**config.mk**
```make
export PLATFORM = sky130hd
export DESIGN_NAME = key_conditioner
export DESIGN_NICKNAME = d
export VERILOG_FILES = /design/src/rtl/key_conditioner_pkg.sv /design/src/rtl/key_conditioner_debounce_channel.sv /design/src/rtl/key_conditioner.sv
export SDC_FILE = /design/constraint.sdc
export NUM_CORES = 1
export LEC_CHECK = 0
export CAP_MARGIN = 20
export CORE_ASPECT_RATIO = 0.5
export CORE_MARGIN = 3
export CORE_UTILIZATION = 50
export CTS_CLUSTER_SIZE = 40
export DETAILED_ROUTE_END_ITERATION = 8
export PLACE_DENSITY = 0.67
export SLEW_MARGIN = 20
export SYNTH_ARGS = -nofsm -noshare
export SYNTH_HDL_FRONTEND = slang
export SYNTH_SLANG_ARGS = --single-unit
```
**constraint.sdc**
```tcl
create_clock -name clock -period 1.7 [get_ports clock]
set_input_delay 0.34 -clock clock [delete_from_list [all_inputs] [get_ports clock]]
set_output_delay 0.34 -clock clock [all_outputs]
set_load 0.02 [all_outputs]
```
**src/rtl/key_conditioner_pkg.sv**
```systemverilog
// Shared definitions for the board push-button conditioner and other board-input blocks.
// Debounce FSM encodings and the 50 MHz default debounce interval.
package key_conditioner_pkg;

  localparam int unsigned DEBOUNCE_CYCLES_50MHZ = 1000000;
  localparam int unsigned DEBOUNCE_CNT_W        = 20;

  typedef enum logic [1:0] {
    UP     = 2'b00,
    CHK_DN = 2'b01,
    DOWN   = 2'b10,
    CHK_UP = 2'b11
  } deb_state_e;

endpackage

```
**src/rtl/key_conditioner_debounce_channel.sv**
```systemverilog
// One push-button channel: 2-flop synchronizer, debounce FSM with stability counter,
// registered level and press/release strobes.
module key_debounce_channel
  import key_conditioner_pkg::*;
#(
  parameter int unsigned DEBOUNCE_CYCLES = DEBOUNCE_CYCLES_50MHZ,
  parameter int unsigned CNT_W           = DEBOUNCE_CNT_W
) (
  input  logic clock,
  input  logic reset,
  input  logic raw_key_i,
  output logic key_o,
  output logic key_down_o,
  output logic key_up_o,
  output logic edge_c_o
);

  localparam logic [CNT_W-1:0] CNT_ONE  = CNT_W'(1);
  localparam logic [CNT_W-1:0] CNT_LAST = CNT_W'(DEBOUNCE_CYCLES - 1);

  logic             sync1_q, sync2_q;
  logic             pressed_s;
  deb_state_e       state_q, state_d;
  logic [CNT_W-1:0] cnt_q, cnt_d;
  logic             key_q, key_d;
  logic             down_q, down_d;
  logic             up_q, up_d;

  // Raw buttons idle high, so the synchronizer resets to the released level.
  always_ff @(posedge clock or negedge reset) begin
    if (!reset) begin
      sync1_q <= 1'b1;
      sync2_q <= 1'b1;
    end else begin
      sync1_q <= raw_key_i;
      sync2_q <= sync1_q;
    end
  end

  assign pressed_s = ~sync2_q;

  always_ff @(posedge clock or negedge reset) begin
    if (!reset) begin
      state_q <= UP;
      cnt_q   <= '0;
      key_q   <= 1'b0;
      down_q  <= 1'b0;
      up_q    <= 1'b0;
    end else begin
      state_q <= state_d;
      cnt_q   <= cnt_d;
      key_q   <= key_d;
      down_q  <= down_d;
      up_q    <= up_d;
    end
  end

  // Any single-cycle reversion during a check state abandons the attempt.
  always_comb begin
    state_d = state_q;
    cnt_d   = cnt_q;
    key_d   = key_q;
    down_d  = 1'b0;
    up_d    = 1'b0;
    case (state_q)
      UP: begin
        if (pressed_s) begin
          cnt_d   = CNT_ONE;
          state_d = CHK_DN;
        end
      end
      CHK_DN: begin
        if (!pressed_s) begin
          cnt_d   = '0;
          state_d = UP;
        end else if (cnt_q == CNT_LAST) begin
          cnt_d   = '0;
          state_d = DOWN;
          key_d   = 1'b1;
          down_d  = 1'b1;
        end else begin
          cnt_d = cnt_q + CNT_ONE;
        end
      end
      DOWN: begin
        if (!pressed_s) begin
          cnt_d   = CNT_ONE;
          state_d = CHK_UP;
        end
      end
      CHK_UP: begin
        if (pressed_s) begin
          cnt_d   = '0;
          state_d = DOWN;
        end else if (cnt_q == CNT_LAST) begin
          cnt_d   = '0;
          state_d = UP;
          key_d   = 1'b0;
          up_d    = 1'b1;
        end else begin
          cnt_d = cnt_q + CNT_ONE;
        end
      end
      default: state_d = UP;
    endcase
  end

  assign key_o      = key_q;
  assign key_down_o = down_q;
  assign key_up_o   = up_q;
  // Next-cycle strobe, lets the top register `changed` in step with the pulses.
  assign edge_c_o   = down_d | up_d;

endmodule

```
**src/rtl/key_conditioner.sv**
```systemverilog
// Board push-button front end: NUM_KEYS independent debounce channels plus a
// combined registered change strobe for redraw triggering.
module key_conditioner
  import key_conditioner_pkg::*;
#(
  parameter int unsigned NUM_KEYS        = 4,
  parameter int unsigned DEBOUNCE_CYCLES = DEBOUNCE_CYCLES_50MHZ,
  parameter int unsigned CNT_W           = DEBOUNCE_CNT_W
) (
  input  logic                clock,
  input  logic                reset,
  input  logic [NUM_KEYS-1:0] raw_keys,
  output logic [NUM_KEYS-1:0] keys,
  output logic [NUM_KEYS-1:0] key_down,
  output logic [NUM_KEYS-1:0] key_up,
  output logic                changed
);

  logic [NUM_KEYS-1:0] edge_c;
  logic                changed_q;

  for (genvar i = 0; i < NUM_KEYS; i++) begin : g_chan
    key_debounce_channel #(
      .DEBOUNCE_CYCLES(DEBOUNCE_CYCLES),
      .CNT_W          (CNT_W)
    ) u_chan (
      .clock     (clock),
      .reset     (reset),
      .raw_key_i (raw_keys[i]),
      .key_o     (keys[i]),
      .key_down_o(key_down[i]),
      .key_up_o  (key_up[i]),
      .edge_c_o  (edge_c[i])
    );
  end

  always_ff @(posedge clock or negedge reset) begin
    if (!reset) changed_q <= 1'b0;
    else        changed_q <= |edge_c;
  end

  assign changed = changed_q;

endmodule
```
==> flow_summary.toml, run 1 <==
[yosys]
ys.flop_type = "dfrtp_1"
synth_top_family_by_area = "simple AND/OR/NAND/NOR gates"
yosysWarnings = 0
synth_area_leaders = "dfrtp_1 44%, a31oi_1 6.0%, nand2_1 4.2%, a21oi_1 3.8%, dfstp_2 3.7%"
syn-cell-area_sq_mm = 0.00576
synth_xor_area_share_pct = 0.761
synth-seq-cells = 109
synth_top_area_share_pct = 43.9
yosys.area.top_type = "dfrtp_1"
postSynthCellCount = 610
synthesis.nets = 620
yosysUniqueCellTypes = 68
ys_top_cells_by_count = "101 x dfrtp_1, 65 x nand2_1, 55 x a31oi_1"
yosysSeqAreaShare_pct = 47.6
avgSynthCellArea_sq_um = 9.44
synth_edf_count = 0
synth_compound_area_share_pct = 19.3
synth_mux_area_share_pct = 1.22
yosys.area_share.simple_pct = 25.0
synthArstFlopShare_pct = 100
synth_fa_ha_area_share_pct = 0.869
post-synth-top-count-cell = "dfrtp_1"

[global_route]
grt_max_degree = 45
grt_first_pass_wirelength_mm = 26.4
grt_use_total_pct = 25.6
grt_antenna_before_repair = 0
grt_pass1_vias = 5485
grt_overflow = 0

[route]
routed_via_density = 6.26
drtIter0Drc = 392
detail_route.first_pass.iterations = 5
num_vias = 5821
detail-route-antenna-nets = 0
drc = 0
wl_mm = 18.1
routedWlPerCell_um = 19.5

[layout]
antenna_cells = 0
fin_nets = 795
multi_input_area_sq_mm = 0.00358
drive_gt1_share_pct = 46.1
utilization_pct = 81.5
fill_cells = 576
seq_area_sq_mm = 0.00274
final_area_sq_mm = 0.00872
fin_cells = 930
syn_to_final_growth_pct = 51.5

[status]
status = "finished, violations left"
failed_checks = "negative setup slack"

[setup_path]
r2r-start = "g_chan[0].u_chan.cnt_q[1]"
cp-start-kind = "flip-flop"
path_class = "flip-flop to flip-flop"
timing.rr.end = "g_chan[0].u_chan.cnt_q[18]"
reg2reg_depth = 7
crit_path_end_kind = "flip-flop"
arrival_ns = 2.21
rrSetupSlack_ns = -0.28
required_ns = 1.93
path_max_fanout = 5

[sta]
slew_headroom_pct = 69.8
worstMarginPinSlew_ns = 0.449
holdWs_ns = 0.346
worst_slack_ns = -0.284
fin_crit_ns = 1.98
setup_tns_ns = -4.13
final-setup-viol-count = 67
slew_viol_final = 0
timing_hold_violations_final = 0
post-route-period-util_pct = 117
max_freq_mhz = 504
skew_ns = 0.0112
rsz0062_at_grt = "true"

[placed_design]
io_buffer_count = 18
place_congestion = 0.817
dp.cells = 853
dpl.hpwl_mm = 9.71
pre_cts_slack_ns = -0.339
placed_cell_area_sq_mm = 0.00700

[clock_network]
clk_latency_ns = 0.36
cts_num_sinks = 109
clk_pin_slew_ns = 0.08
cts_buffers = 9
cts_tree = "built"
htree_num_levels = 3
cts_root_buffer = "clkbuf_16"
cts_max_path_buffers = 2

[floorplanning]
die_x_um = 158
dieArea_sq_mm = 0.0129
core-area_sq_mm = 0.0107
io_pins = 19
die_height_um = 81.9
rows = 26
initial_core_util_pct = 53.8

[power]
vdd_drop_max_uv = 505
finalPower_mw = 6.08
p_per_area_mw_per_mm2 = 697
p_leak_nw = 3.76

[min_path]
min_path_type = "input pin to asynchronous set/reset pin"

[job]
cap_violations = 0
routing by layer:
metal / share of wire, % / track usage, % / vias up / routed length (um)
li1: - / - / 2649 / -
met1: 42 / 32.5 / 2902 / 7690
met2: 50 / 45.1 / 203 / 9010
met3: 4.7 / 5.00 / 67 / 843
met4: 3.2 / 7.97 / 0 / 579
met5: 0 / 0 / - / 0
where the power goes:
| group | switching (mW) | leakage, nW | internal (mW) |
|---|---|---|---|
| clock | 1.02 | 0.164 | 1.35 |
| combinational | 0.468 | 2.13 | 0.435 |
| sequential | 0.117 | 1.46 | 2.70 |
worst max-delay path by stage:
stage / start / endpoint / slack (ns) / cells after the start
6_report: g_chan[0].u_chan.cnt_q[1] / g_chan[0].u_chan.cnt_q[18] / -0.28 / 7
5_1_grt: g_chan[0].u_chan.cnt_q[0] / g_chan[0].u_chan.cnt_q[18] / -0.36 / 7
4_1_cts: g_chan[2].u_chan.cnt_q[6] / g_chan[2].u_chan.key_o / -0.18 / 6
3_5_place_dp: g_chan[0].u_chan.sync2_q / g_chan[0].u_chan.cnt_q[6] / -0.34 / 5
3_3_place_gp: g_chan[0].u_chan.sync2_q / g_chan[0].u_chan.cnt_q[11] / -0.24 / 5
2_1_floorplan: g_chan[3].u_chan.cnt_q[8] / g_chan[3].u_chan.key_o / -0.08 / 5
cell usage in the layout, fill, tap and decap left out, types with 12 or more instances in the layout:
master / n
buf_4: 137
dfrtp_1: 96
nand2_1: 53
a31oi_1: 50
a21oi_2: 29
nand3_1: 28
buf_6: 28
nor2_1: 24
nand4_1: 20
inv_1: 17
o21ai_1: 16
a21oi_4: 15
clkdlybuf4s50_1: 13
a41oi_2: 12
nand2b_1: 12
layout make-up:
class | instances | share of cell area [%]
Inverter | 18 | 0.803
Clock inverter | 6 | 1.05
Clock buffer | 10 | 2.74
Sequential cell | 109 | 31.5
Tap cell | 140 | 2.01
Timing Repair Buffer | 196 | 20.9
Multi-Input combinational cell | 451 | 41.0
critical path, stage by stage (launching register included):
cell and delay [ns]:
dfrtp_1 0.41, ha_4 0.17, nand3_4 0.09, buf_6 0.15, nor3_4 0.16, or4b_4 0.51
a21oi_2 0.24, mux2i_1 0.12
repair_timing:
action,4_1_cts,5_1_grt
hold endpoints to repair,4,0
pin swaps,57,67
buffers inserted,19,32
hold buffers,1,0
setup endpoints to repair,63,101
gates cloned,12,3
resized for setup,92,106
logic make-up after synthesis:
family,count (synthesis)
buf+inv,57
xor+xnor,5
fa+ha+maj,4
mux,7
compound gates,177
flops,109
simple gates,251
flip-flops by register name, summed over array words and instances, names as in the netlist, named ones only:
| register | flops |
|---|---|
| changed | 1 |
| g_chan.u_chan.cnt_q | 80 |
| g_chan.u_chan.key_down_o | 4 |
| g_chan.u_chan.key_o | 4 |
| g_chan.u_chan.key_up_o | 4 |
| g_chan.u_chan.state_q | 4 |
| g_chan.u_chan.sync1_q | 4 |
| g_chan.u_chan.sync2_q | 4 |
(Power assumes the default switching activity.)
==> run 2: changes to the inputs <==
--- a/config.mk
+++ b/config.mk
@@ -6,7 +6,7 @@
 export NUM_CORES = 1
 export LEC_CHECK = 0
 export CAP_MARGIN = 20
-export CORE_ASPECT_RATIO = 0.5
+export CORE_ASPECT_RATIO = 1.1
 export CORE_MARGIN = 3
 export CORE_UTILIZATION = 50
 export CTS_CLUSTER_SIZE = 40
==> run 2 against run 1 <==
The run still ends with negative setup slack left. Hold slack improved by 0.010 ns. Final cell count decreased by 1.6%. Total power decreased by 4.2%. Die area decreased by 0.60%. First-iteration DRC count increased by 16%. Combinational power decreased by 8.2%. Non-clock buffer count decreased by 21. Clock skew decreased by 0.0042 ns. Flip-flop and latch count unchanged. Register-to-register slack improved by 0.12 ns. Largest cell class unchanged.
==> flow_summary.toml, run 2 (synthesis results as in run 1) <==
[status]
status = "finished, violations left"
failed_checks = "negative setup slack"

[clock_network]
cts_root_buffer = "clkbuf_16"
cts_tree = "built"
clk_pin_slew_ns = 0.07
cts_max_path_buffers = 2
cts_buffers = 9
clk_latency_ns = 0.36
htree_num_levels = 3
cts_num_sinks = 109

[sta]
slew_viol_final = 0
post-route-period-util_pct = 110
fin_crit_ns = 1.87
worstMarginPinSlew_ns = 0.554
slew_headroom_pct = 63.0
rsz0062_at_grt = "true"
final-setup-viol-count = 73
holdWs_ns = 0.356
worst_slack_ns = -0.166
skew_ns = 0.00705
timing_hold_violations_final = 0
max_freq_mhz = 536

[power]
combPwrFrac_pct = 14.2
vdd_drop_max_uv = 421
p_per_area_mw_per_mm2 = 695
finalPower_mw = 5.82
p_int_mw = 4.27
p_clk_share_pct = 37.0
p_sw_share_pct = 26.6
p_seq_share_pct = 48.8
p_switching_mw = 1.55
p_leak_nw = 3.63

[layout]
fin_nets = 773
syn_to_final_growth_pct = 45.5
seq_area_sq_mm = 0.00275
regMostFlops = "g_chan.u_chan.cnt_q"
largest_reg_flops = 80
multi_input_area_sq_mm = 0.00351
final_cell_mix = "122 x buf_4, 94 x dfrtp_1, 50 x nand2_1, 50 x a31oi_1, 33 x a21oi_2"
antenna_cells = 0
utilization_pct = 75.7
fill_cells = 712
layout_commonest_cell = "buf_4"
drive_gt1_share_pct = 43.2

[global_route]
grt_first_pass_wirelength_mm = 25.4
grt_pass1_vias = 5266
grt_max_degree = 33
grt_overflow = 0
grt_use_total_pct = 24.4
grt_antenna_before_repair = 0

[route]
detail_route.first_pass.iterations = 5
wl_mm = 17.1
drtIter0Drc = 454
drc = 0
routed_via_density = 6.18
routedWlPerCell_um = 18.7
num_vias = 5658
detail-route-antenna-nets = 0

[job]
cap_violations = 0

[setup_path]
endpoint = "g_chan[2].u_chan.cnt_q[4]"
startpoint = "g_chan[2].u_chan.cnt_q[0]"
timing.rr.end = "g_chan[2].u_chan.cnt_q[4]"
r2r-start = "g_chan[2].u_chan.cnt_q[0]"
path_max_fanout = 5
arrival_ns = 2.11
crit_path_end_kind = "flip-flop"
cp-start-kind = "flip-flop"
reg2reg_depth = 9
required_ns = 1.94
path_class = "flip-flop to flip-flop"
rrSetupSlack_ns = -0.17

[min_path]
min_path_type = "flip-flop to flip-flop"
hold-path-cell-count = 0

[placed_design]
io_buffer_count = 18
dpl.hpwl_mm = 9.54
place_congestion = 0.857

[floorplanning]
dieArea_sq_mm = 0.0128
rows = 40
core-area_sq_mm = 0.0111
die_x_um = 108
initial_core_util_pct = 52.0
die_height_um = 119
io_pins = 19
==> run 2: through the flow <==
step,setup slack [ns],cells,TNS [ns],instance area (sq um)
detailed placement,-0.305,852,-4.92,6950
global placement,-0.234,852,-3.02,6950
global route,-0.231,915,-10.55,8370
CTS,-0.180,886,-5.24,7670
floorplan,-0.0827,610,-0.861,5910
finish,-0.166,915,-5.36,8370
==> run 2: power groups by stage <==
stage / sequential (mW) / clock, mW / combinational (mW)
finish: 2.84 / 2.16 / 0.829
detailed placement: 2.85 / 0 / 0.599
floorplan: 2.87 / 0 / 0.282
CTS: 2.81 / 2.16 / 0.685
global route: 2.85 / 2.29 / 0.892
global placement: 2.85 / 0 / 0.575
==> run 2: what timing repair did <==
| action | 4_1_cts | 5_1_grt |
|---|---|---|
| setup buffers | 8 | 24 |
| hold buffers | 1 | 0 |
| pin swaps | 34 | 50 |
| hold endpoints to repair | 18 | 0 |
| gates cloned | 9 | 7 |
| gates resized for setup | 67 | 129 |
| setup endpoints to repair | 60 | 95 |
==> run 2: metal layers <==
layer  track usage [%]  up-vias  routed length (um)
met5                 0        -                   0
met4              8.13        0                 374
met3              2.89       46                 870
met2              39.3      209                8570
met1              34.3     2812                7310
li1                  -     2591                   -
==> run 2: cell type report <==
class | count | share of cell area (%)
flip-flops and latches | 109 | 32.8
well taps | 147 | 2.20
inverters | 18 | 0.807
multi-input cells | 450 | 41.9
repair buffers | 175 | 18.8
clock inverters | 5 | 0.598
clock buffers | 11 | 2.90
==> run 2: how the worst min path moves through the flow <==
stage,start,to
floorplan,reset,asynchronous set/reset pin
global placement,reset,g_chan[2].u_chan.cnt_q[12]
detailed placement,reset,g_chan[2].u_chan.cnt_q[12]
CTS,g_chan[1].u_chan.sync1_q,g_chan[1].u_chan.sync2_q
global route,g_chan[2].u_chan.sync1_q,g_chan[2].u_chan.sync2_q
finish,g_chan[1].u_chan.sync1_q,g_chan[1].u_chan.sync2_q
==> run 2: worst max-delay path: stages (launching register included) <==
cell	delay [ns]
dfrtp_1	0.40
buf_6	0.12
ha_4	0.14
nand2_4	0.06
nor4_4	0.28
buf_4	0.20
a21oi_4	0.10
buf_6	0.14
a21o_1	0.14
a22o_1	0.17
